**config.mk**
```make
export PLATFORM = sky130hd
export DESIGN_NAME = stage_4_mem
export DESIGN_NICKNAME = d
export VERILOG_FILES = /design/src/rtl/stage_4_mem_pkg.sv /design/src/rtl/stage_4_mem_mem_req_fsm.sv /design/src/rtl/stage_4_mem.sv
export SDC_FILE = /design/constraint.sdc
export NUM_CORES = 1
export LEC_CHECK = 0
export ABC_AREA = 1
export CAP_MARGIN = 40
export CORE_ASPECT_RATIO = 0.7
export CORE_MARGIN = 3
export CORE_UTILIZATION = 30
export CTS_BUF_LIST = sky130_fd_sc_hd__clkbuf_16
export DETAILED_ROUTE_END_ITERATION = 12
export DONT_BUFFER_PORTS = 1
export GPL_ROUTABILITY_DRIVEN = 1
export HOLD_SLACK_MARGIN = 0.12
export SYNTH_ARGS = -nofsm -noshare
export SYNTH_HDL_FRONTEND = slang
export SYNTH_SLANG_ARGS = --single-unit
```
**constraint.sdc**
```tcl
create_clock -name clk -period 2.05 [get_ports clk]
set_input_delay 0.3075 -clock clk [delete_from_list [all_inputs] [get_ports clk]]
set_output_delay 0.3075 -clock clk [all_outputs]
set_load 0.005 [all_outputs]
```
**src/rtl/stage_4_mem_pkg.sv**
```systemverilog
// -----------------------------------------------------------------------------
// stage_4_mem_pkg
// Shared types for the pipeline memory stage.
//   DEF_XLEN / DEF_REG_IDX_W : default data/address and register-index widths
//   data_t, addr_t, reg_id_t, bool_t : convenience scalar types
//   mem_state_e : request FSM states (IDLE, REQ, WAIT)
// -----------------------------------------------------------------------------
package stage_4_mem_pkg;

  localparam int DEF_XLEN      = 32;
  localparam int DEF_REG_IDX_W = 5;

  typedef logic [DEF_XLEN-1:0]      data_t;
  typedef logic [DEF_XLEN-1:0]      addr_t;
  typedef logic [DEF_REG_IDX_W-1:0] reg_id_t;
  typedef logic                     bool_t;

  // Fixed encodings so the state value is stable across tools and waveforms.
  localparam logic [1:0] ST_IDLE = 2'd0;
  localparam logic [1:0] ST_REQ  = 2'd1;
  localparam logic [1:0] ST_WAIT = 2'd2;

  typedef enum logic [1:0] {
    IDLE = ST_IDLE,
    REQ  = ST_REQ,
    WAIT = ST_WAIT
  } mem_state_e;

endpackage

```
**src/rtl/stage_4_mem_mem_req_fsm.sv**
```systemverilog
// -----------------------------------------------------------------------------
// mem_req_fsm
// Sequences one data-memory access over the gnt/rvalid handshake.
//   clk, rst_n   : clock, asynchronous active-low reset
//   mem_op       : a load or store is presented (only looked at in IDLE)
//   is_load      : held op type of the access in flight (1 = load)
//   dmem_gnt     : request accepted this cycle
//   dmem_rvalid  : load data valid this cycle
//   load_done    : load data is being returned on this edge
//   dmem_req     : request valid (state == REQ)
//   stall_out    : upstream must hold (state != IDLE)
// -----------------------------------------------------------------------------
module mem_req_fsm
  import stage_4_mem_pkg::*;
(
  input  logic clk,
  input  logic rst_n,
  input  logic mem_op,
  input  logic is_load,
  input  logic dmem_gnt,
  input  logic dmem_rvalid,
  output logic load_done,
  output logic dmem_req,
  output logic stall_out
);

  mem_state_e state_reg;
  mem_state_e state_next;

  always_ff @(posedge clk or negedge rst_n) begin
    if (!rst_n) begin
      state_reg <= IDLE;
    end else begin
      state_reg <= state_next;
    end
  end

  always_comb begin
    state_next = state_reg;
    load_done  = 1'b0;
    case (state_reg)
      IDLE: begin
        if (mem_op) begin
          state_next = REQ;
        end
      end
      REQ: begin
        if (dmem_gnt) begin
          if (!is_load) begin
            state_next = IDLE;
          end else if (dmem_rvalid) begin
            // Zero-latency memory: grant and data in the same cycle.
            state_next = IDLE;
            load_done  = 1'b1;
          end else begin
            state_next = WAIT;
          end
        end
      end
      WAIT: begin
        if (dmem_rvalid) begin
          state_next = IDLE;
          load_done  = 1'b1;
        end
      end
      default: state_next = IDLE;
    endcase
  end

  // Decoded from the state register only, so both drop the moment rst_n falls.
  assign dmem_req  = (state_reg == REQ);
  assign stall_out = (state_reg != IDLE);

endmodule

```
**src/rtl/stage_4_mem.sv**
```systemverilog
// -----------------------------------------------------------------------------
// stage_4_mem
// Pipeline memory stage. Passes ALU results straight to write-back in one
// cycle; loads/stores are captured into hold registers and issued over the
// dmem gnt/rvalid handshake while stall_out freezes upstream.
//   clk, rst_n                 : clock, asynchronous active-low reset
//   alu_res, rs2_val, rd_idx   : execute results (address / value, store data, rd)
//   mem_load_enable / mem_store_enable / reg_write_enable : instruction controls
//   stall_out                  : upstream hold request
//   dmem_req/we/addr/wdata     : memory request (word address, bits [1:0] = 0)
//   dmem_gnt/rvalid/rdata      : memory response
//   wb_data_out, wb_rd_idx_out, wb_write_enable_out : registered write-back
// -----------------------------------------------------------------------------
module stage_4_mem
  import stage_4_mem_pkg::*;
#(
  parameter int XLEN      = DEF_XLEN,
  parameter int REG_IDX_W = DEF_REG_IDX_W
) (
  input  logic                 clk,
  input  logic                 rst_n,
  input  logic [XLEN-1:0]      alu_res,
  input  logic [XLEN-1:0]      rs2_val,
  input  logic [REG_IDX_W-1:0] rd_idx,
  input  logic                 mem_load_enable,
  input  logic                 mem_store_enable,
  input  logic                 reg_write_enable,
  output logic                 stall_out,
  output logic                 dmem_req,
  output logic                 dmem_we,
  output logic [XLEN-1:0]      dmem_addr,
  output logic [XLEN-1:0]      dmem_wdata,
  input  logic                 dmem_gnt,
  input  logic                 dmem_rvalid,
  input  logic [XLEN-1:0]      dmem_rdata,
  output logic [XLEN-1:0]      wb_data_out,
  output logic [REG_IDX_W-1:0] wb_rd_idx_out,
  output logic                 wb_write_enable_out
);

  logic                 mem_op;
  logic                 load_done;

  logic [XLEN-1:0]      hold_addr_reg;
  logic [XLEN-1:0]      hold_wdata_reg;
  logic [REG_IDX_W-1:0] hold_rd_reg;
  logic                 hold_rwe_reg;
  logic                 hold_load_reg;

  logic [XLEN-1:0]      wb_data_reg;
  logic [REG_IDX_W-1:0] wb_rd_reg;
  logic                 wb_we_reg;

  assign mem_op = mem_load_enable || mem_store_enable;

  mem_req_fsm u_fsm (
    .clk         (clk),
    .rst_n       (rst_n),
    .mem_op      (mem_op),
    .is_load     (hold_load_reg),
    .dmem_gnt    (dmem_gnt),
    .dmem_rvalid (dmem_rvalid),
    .load_done   (load_done),
    .dmem_req    (dmem_req),
    .stall_out   (stall_out)
  );

  // Hold registers: written only when an access is accepted in IDLE, so the
  // request fields stay constant for the whole REQ phase.
  always_ff @(posedge clk or negedge rst_n) begin
    if (!rst_n) begin
      hold_addr_reg  <= '0;
      hold_wdata_reg <= '0;
      hold_rd_reg    <= '0;
      hold_rwe_reg   <= 1'b0;
      hold_load_reg  <= 1'b0;
    end else if (!stall_out && mem_op) begin
      hold_addr_reg  <= {alu_res[XLEN-1:2], 2'b00};
      hold_wdata_reg <= rs2_val;
      hold_rd_reg    <= rd_idx;
      hold_rwe_reg   <= reg_write_enable;
      // Load wins if both enables are set.
      hold_load_reg  <= mem_load_enable;
    end
  end

  // Write-back: data/rd hold across stalls; the strobe is one cycle wide.
  always_ff @(posedge clk or negedge rst_n) begin
    if (!rst_n) begin
      wb_data_reg <= '0;
      wb_rd_reg   <= '0;
      wb_we_reg   <= 1'b0;
    end else if (!stall_out) begin
      if (mem_op) begin
        wb_we_reg <= 1'b0;
      end else begin
        wb_data_reg <= alu_res;
        wb_rd_reg   <= rd_idx;
        wb_we_reg   <= reg_write_enable && (rd_idx != '0);
      end
    end else if (load_done) begin
      wb_data_reg <= dmem_rdata;
      wb_rd_reg   <= hold_rd_reg;
      wb_we_reg   <= hold_rwe_reg && (hold_rd_reg != '0);
    end else begin
      wb_we_reg <= 1'b0;
    end
  end

  assign dmem_we             = !hold_load_reg;
  assign dmem_addr           = hold_addr_reg;
  assign dmem_wdata          = hold_wdata_reg;
  assign wb_data_out         = wb_data_reg;
  assign wb_rd_idx_out       = wb_rd_reg;
  assign wb_write_enable_out = wb_we_reg;

endmodule

```
Word-level counts from Yosys, hierarchy flattened
Cells that the tools add are included.

Register bits after elaboration: 109. Bits of input ports: 108. Output and inout bits: 105.

Equality and inequality tests: 7. Mux-type cells: 19. Reduce and logical (&&, ||, !) cells: 12.

Operator list (number): 32-bit two-way mux (3); 5-bit two-way mux (3); 2-bit two-way mux (5); 5-bit nonzero test (2); 1-bit two-way mux (6); 2-bit != test (second input constant) (3); 2-bit one-hot mux with 3 select lines (1); 2-bit by 1-bit != test with 1-bit output (second input constant) (2); 1-bit logical AND (3); 3-bit AND reduction (1); 2-bit by 1-bit equality test with 1-bit output (second input constant) (1); 2-bit equality test (second input constant) (1); 1-bit logical NOT (2); 2-bit logical NOT (1); 1-bit one-hot mux with 2 select lines (1); 2-bit AND reduction (1); 2-bit nonzero test (1); 1-bit logical OR (1).

Logic depth before layout (Yosys ltp)
Depth after elaboration: 6. Depth in mapped cells: 11. Gate-level depth less buffers: 9.

By module
A second synthesis with hierarchy kept.

Cells, all modules: 587. Area, all modules: 4845.9 µm².

By module, submodules not included: stage_4_mem (instances 1, cells an instance 560, area an instance 4654.5 µm², seq. area each 2677.6 µm²); mem_req_fsm (instances 1, cells an instance 27, area an instance 191.4 µm², seq. area each 50.0 µm²).

Worst setup path before layout
No wires, ideal clock.

Path kind: reg2reg. Start point: register u_fsm.state_reg[0]. End point: register wb_data_reg[10] (netlist: wb_data_out[10]). Setup time: 0.117 ns. Data arrival time: 1.344 ns. Data required time: 1.933 ns. Path slack: 0.589 ns. Stages on the path, launching flop included: 12. Buffers on the path: 3. Period minus slack after synthesis: 1.461 ns. Path through: dfrtp_1 inv_1 ha_1 buf_6 inv_4 nand2_2 nor2_4 nand2_4 buf_6 buf_6 nand3_2 nand2_1.

Word-level cells in the longest chain between the ends: 4. Elaborated cells between the ends (all ways): 8. Those cells by class: 4 x eq/ne; 2 x mux; 2 x reduce/logical.

Ends and longest elaborated chain: from (decl) (line stage_4_mem_mem_req_fsm.sv:27) `mem_state_e state_reg;`; from (signal assigned) (line stage_4_mem_mem_req_fsm.sv:34) `state_reg <= state_next;`; 2-bit equality test / 2-bit by 1-bit equality test with 1-bit output (equally long branches) (line stage_4_mem_mem_req_fsm.sv:41) `case (state_reg)`; 1-bit one-hot mux with 2 select lines (line stage_4_mem_mem_req_fsm.sv:41); 2-bit by 1-bit != test with 1-bit output (no line); 2-bit AND reduction (no line); to (signal assigned) (line stage_4_mem.sv:97) `wb_data_reg <= alu_res;`; to (signal assigned) (line stage_4_mem.sv:102) `wb_data_reg <= dmem_rdata;`; to (decl) (line stage_4_mem.sv:50) `logic [XLEN-1:0] wb_data_reg;`.

Several ways; a longest one is shown, not always the timed one. A chain may end at the register's enable or synchronous reset.

Worst setup path in the final report
Start point: register u_fsm.state_reg[0]. End point: register wb_data_reg[12] (netlist: wb_data_out[12]).

Elaborated cells between the ends (all ways): 8. Those cells by class: 4 x eq/ne; 2 x mux; 2 x reduce/logical.

RTL lines: 2-bit nonzero test * (line stage_4_mem_mem_req_fsm.sv:72) `assign stall_out = (state_reg != IDLE);`; via stall_out (line stage_4_mem.sv:28) `output logic stall_out,`; 2-bit by 1-bit != test with 1-bit output (no line) / 2-bit != test (equally long branches); 2-bit AND reduction (no line).

Mark *: on every way through the listed nets, which the timed path passes. The rest lies on a longest branch.

==> flow_metrics.tcl <==
set metrics [dict create \
    grt_antenna_before_repair 0 \
    cpMostUsedCell "nand2_1" \
    gp_congestion 0.881 \
    cts_sinks 109 \
    cts_htree_levels 3 \
    report.final.slew_viol_count 0 \
    grt_pass1_vias 4121 \
    finalWirelength_um 14000 \
    reg2reg_from "u_fsm.state_reg[0]" \
    post_cts_buffers 0 \
    peakVddDrop_v 0.00110 \
    cp_slowest_cell "buf_4" \
    synth_top_family_by_area "simple AND/OR/NAND/NOR gates" \
    grt-busiest-layer "met2" \
    synth_top_area_share_pct 55.4 \
    io_buffers 0 \
    critical_path_buf_inv_count 3 \
    synth_fa_ha_area_share_pct 0.763 \
    powerDensity_mw_per_mm2 1480 \
    overflow 0 \
    synthMuxAreaShare_pct 0 \
    cts_root_buf "clkbuf_16" \
    drt-initial-drc-count 329 \
    dp_cells 782 \
    instances_no_fill 843 \
    ys_types 19 \
    setup_viol 0 \
    synth.most_common_cell "nand2_1" \
    worstSetupStartpointType "flop" \
    grt_setup_unrepaired "false" \
    final-hold-violation-count 109 \
    ys_seq_area_share_pct 55.4 \
    fmax_mhz 555 \
    synth_compound_area_share_pct 6.41 \
    async_flop_share_pct 100 \
    path_cells "inv_1 > ha_2 > inv_4 > buf_4 > o21ai_0 > nand2_1 > nand2_1" \
    reg2reg_depth 7 \
    fin_crit_sh_pct 87.9 \
    synth_xor_area_share_pct 0 \
    met3_usage_pct 7.79 \
    place_hpwl_um 9540 \
    synthSimpleGateAreaFrac_pct 29.3 \
    drv_cap 0 \
    yosys-top-cells-area "dfrtp_1 (55%), nand2_1 (19%), nand3_1 (6.8%), o21ai_0 (6.4%), inv_1 (3.1%)" \
    synthFlopType "dfrtp_1" \
    synth_seq_cells 109 \
    path_class "reg -> reg" \
    row_count 38 \
    power_mw 8.58 \
    clkLatencyLatePin_ns 0.34 \
    avgSynthCellArea_sq_um 8.31 \
    r2r-end "wb_data_out[12]" \
    holdWs_ns -0.348 \
    fp.dieW_um 159 \
    ys_top_cells_by_count "nand2_1 (244), dfrtp_1 (109), nand3_1 (67)" \
    drive_gt1_share_pct 6.58 \
    track_usage_pct 15.5 \
    syn_to_final_growth_pct 17.6 \
    cts-buffers-inserted 9 \
    netlist_instances 592 \
    use_met1_pct 18.6 \
    ys_warn_count 0 \
    grt_pass1_wl_um 22200 \
    use_met2_pct 24.5 \
    ant_nets 0 \
    required_ns 2.28 \
    cp-end-kind "flop" \
    violations "hold timing" \
    hold_buffers 45 \
    setup-tns-final_ns 0 \
    vias 4003 \
    cts_tree "done" \
    viasPerCell 4.75 \
    die_area_sq_mm 0.0180 \
    worst-path-max-fanout 52 \
    holdCritPathClass "in -> async" \
    synth_edf_count 0 \
    clockBufferDepth 2 \
    layout.nets 729 \
    critPathTopFamily "buffers and inverters" \
    wire_per_inst_um 16.6 \
    die_h_um 113 \
    clkTransAtPathRegs_ns 0.07 \
    drt-pass1-iter-count 5 \
    critical_path.startpoint "u_fsm.state_reg[0]" \
    fin_crit_ns 1.80 \
    route.detailed.drc 0 \
    reg2reg_slack_ns 0.25 \
    cts.repair.resized 0 \
    core_sq_mm 0.0158 \
    worstSetupPathDepth 7 \
    diodes 0 \
    pin_count 213 \
    initial_utilization_pct 31.2 \
    critPathMaxStageDelay_ns 0.43 \
    grt_max_degree 110 \
    status "complete, but fails checks" \
    synth_top_area_cell "dfrtp_1" \
    worstPathArrival_ns 2.03 \
    skew_ns 0.00445 \
    synth_area_sq_mm 0.00492 \
    p_leak_nw 2.98 \
]
-- per-layer routing --
metal	up-vias	share of wire [%]
met3	17	11
met1	1889	41
met5	-	0
met4	0	1.9
li1	1904	-
met2	193	46
-- where the power goes --
part           switching, mW  internal, mW  total [mW]
logic                   1.81         0.958        2.77
registers              0.902          3.17        4.07
clock network          0.787         0.944        1.73
total                   3.50          5.07        8.58
-- cell families (layout without fill, tap and decap cells) --
kind of cell | after synthesis | count (layout)
AND/OR/NAND/NOR | 335 | 335
flip-flops | 109 | 109
buffers and inverters | 81 | 111
AO/OA/AOI/OAI | 63 | 63
adder cells (fa/ha/maj) | 3 | 3
other | 1 | 2
-- layout make-up --
class / count / area (sq um)
Clock buffer: 9 / 225
Clock inverter: 7 / 67.6
Fill cell: 1582 / 9990
Inverter: 41 / 156
Multi-Input combinational cell: 403 / 1810
Sequential cell: 109 / 2730
Tap cell: 220 / 275
Timing Repair Buffer: 54 / 531
-- worst register-to-register path, stage by stage, from the launching register on --
cell and delay (ns):
dfrtp_1 0.36, inv_1 0.08, ha_2 0.24, inv_4 0.17, buf_4 0.44, o21ai_0 0.23, nand2_1 0.11, nand2_1 0.07
-- worst max-delay path by stage --
stage | to | slack [ns]
final | wb_data_out[12] | 0.25
after global routing | wb_data_out[15] | 0.01
after CTS | wb_data_out[19] | 0.25
after detailed placement | wb_data_out[19] | 0.25
after global placement | wb_data_out[19] | 0.34
after floorplan | wb_data_out[10] | 0.59
-- through the flow --
step | util, % | setup WS (ns) | area, sq um | hold WS [ns]
2_1_floorplan | - | 0.589 | 4930 | 0.0119
3_3_place_gp | 32.0 | 0.337 | 5050 | 0.0144
3_5_place_dp | 32.0 | 0.248 | 5050 | 0.0147
4_1_cts | 36.7 | 0.250 | 5790 | -0.370
5_1_grt | 36.7 | 0.0102 | 5790 | -0.378
6_report | 36.7 | 0.248 | 5790 | -0.348
-- cell usage in the layout, fill, tap and decap left out, types with 2 or more instances in the layout --
master and instances:
ha_1 2, clkbuf_16 9, dfrtp_1 109, buf_4 8, o21ai_0 63, nand3_1 67
nand3_2 11, nand2_1 244, nand2_4 3, nor2_1 7, conb_1 2, dlygate4sd3_1 45
inv_1 42
Note: power is estimated with default switching activity, not from simulation.
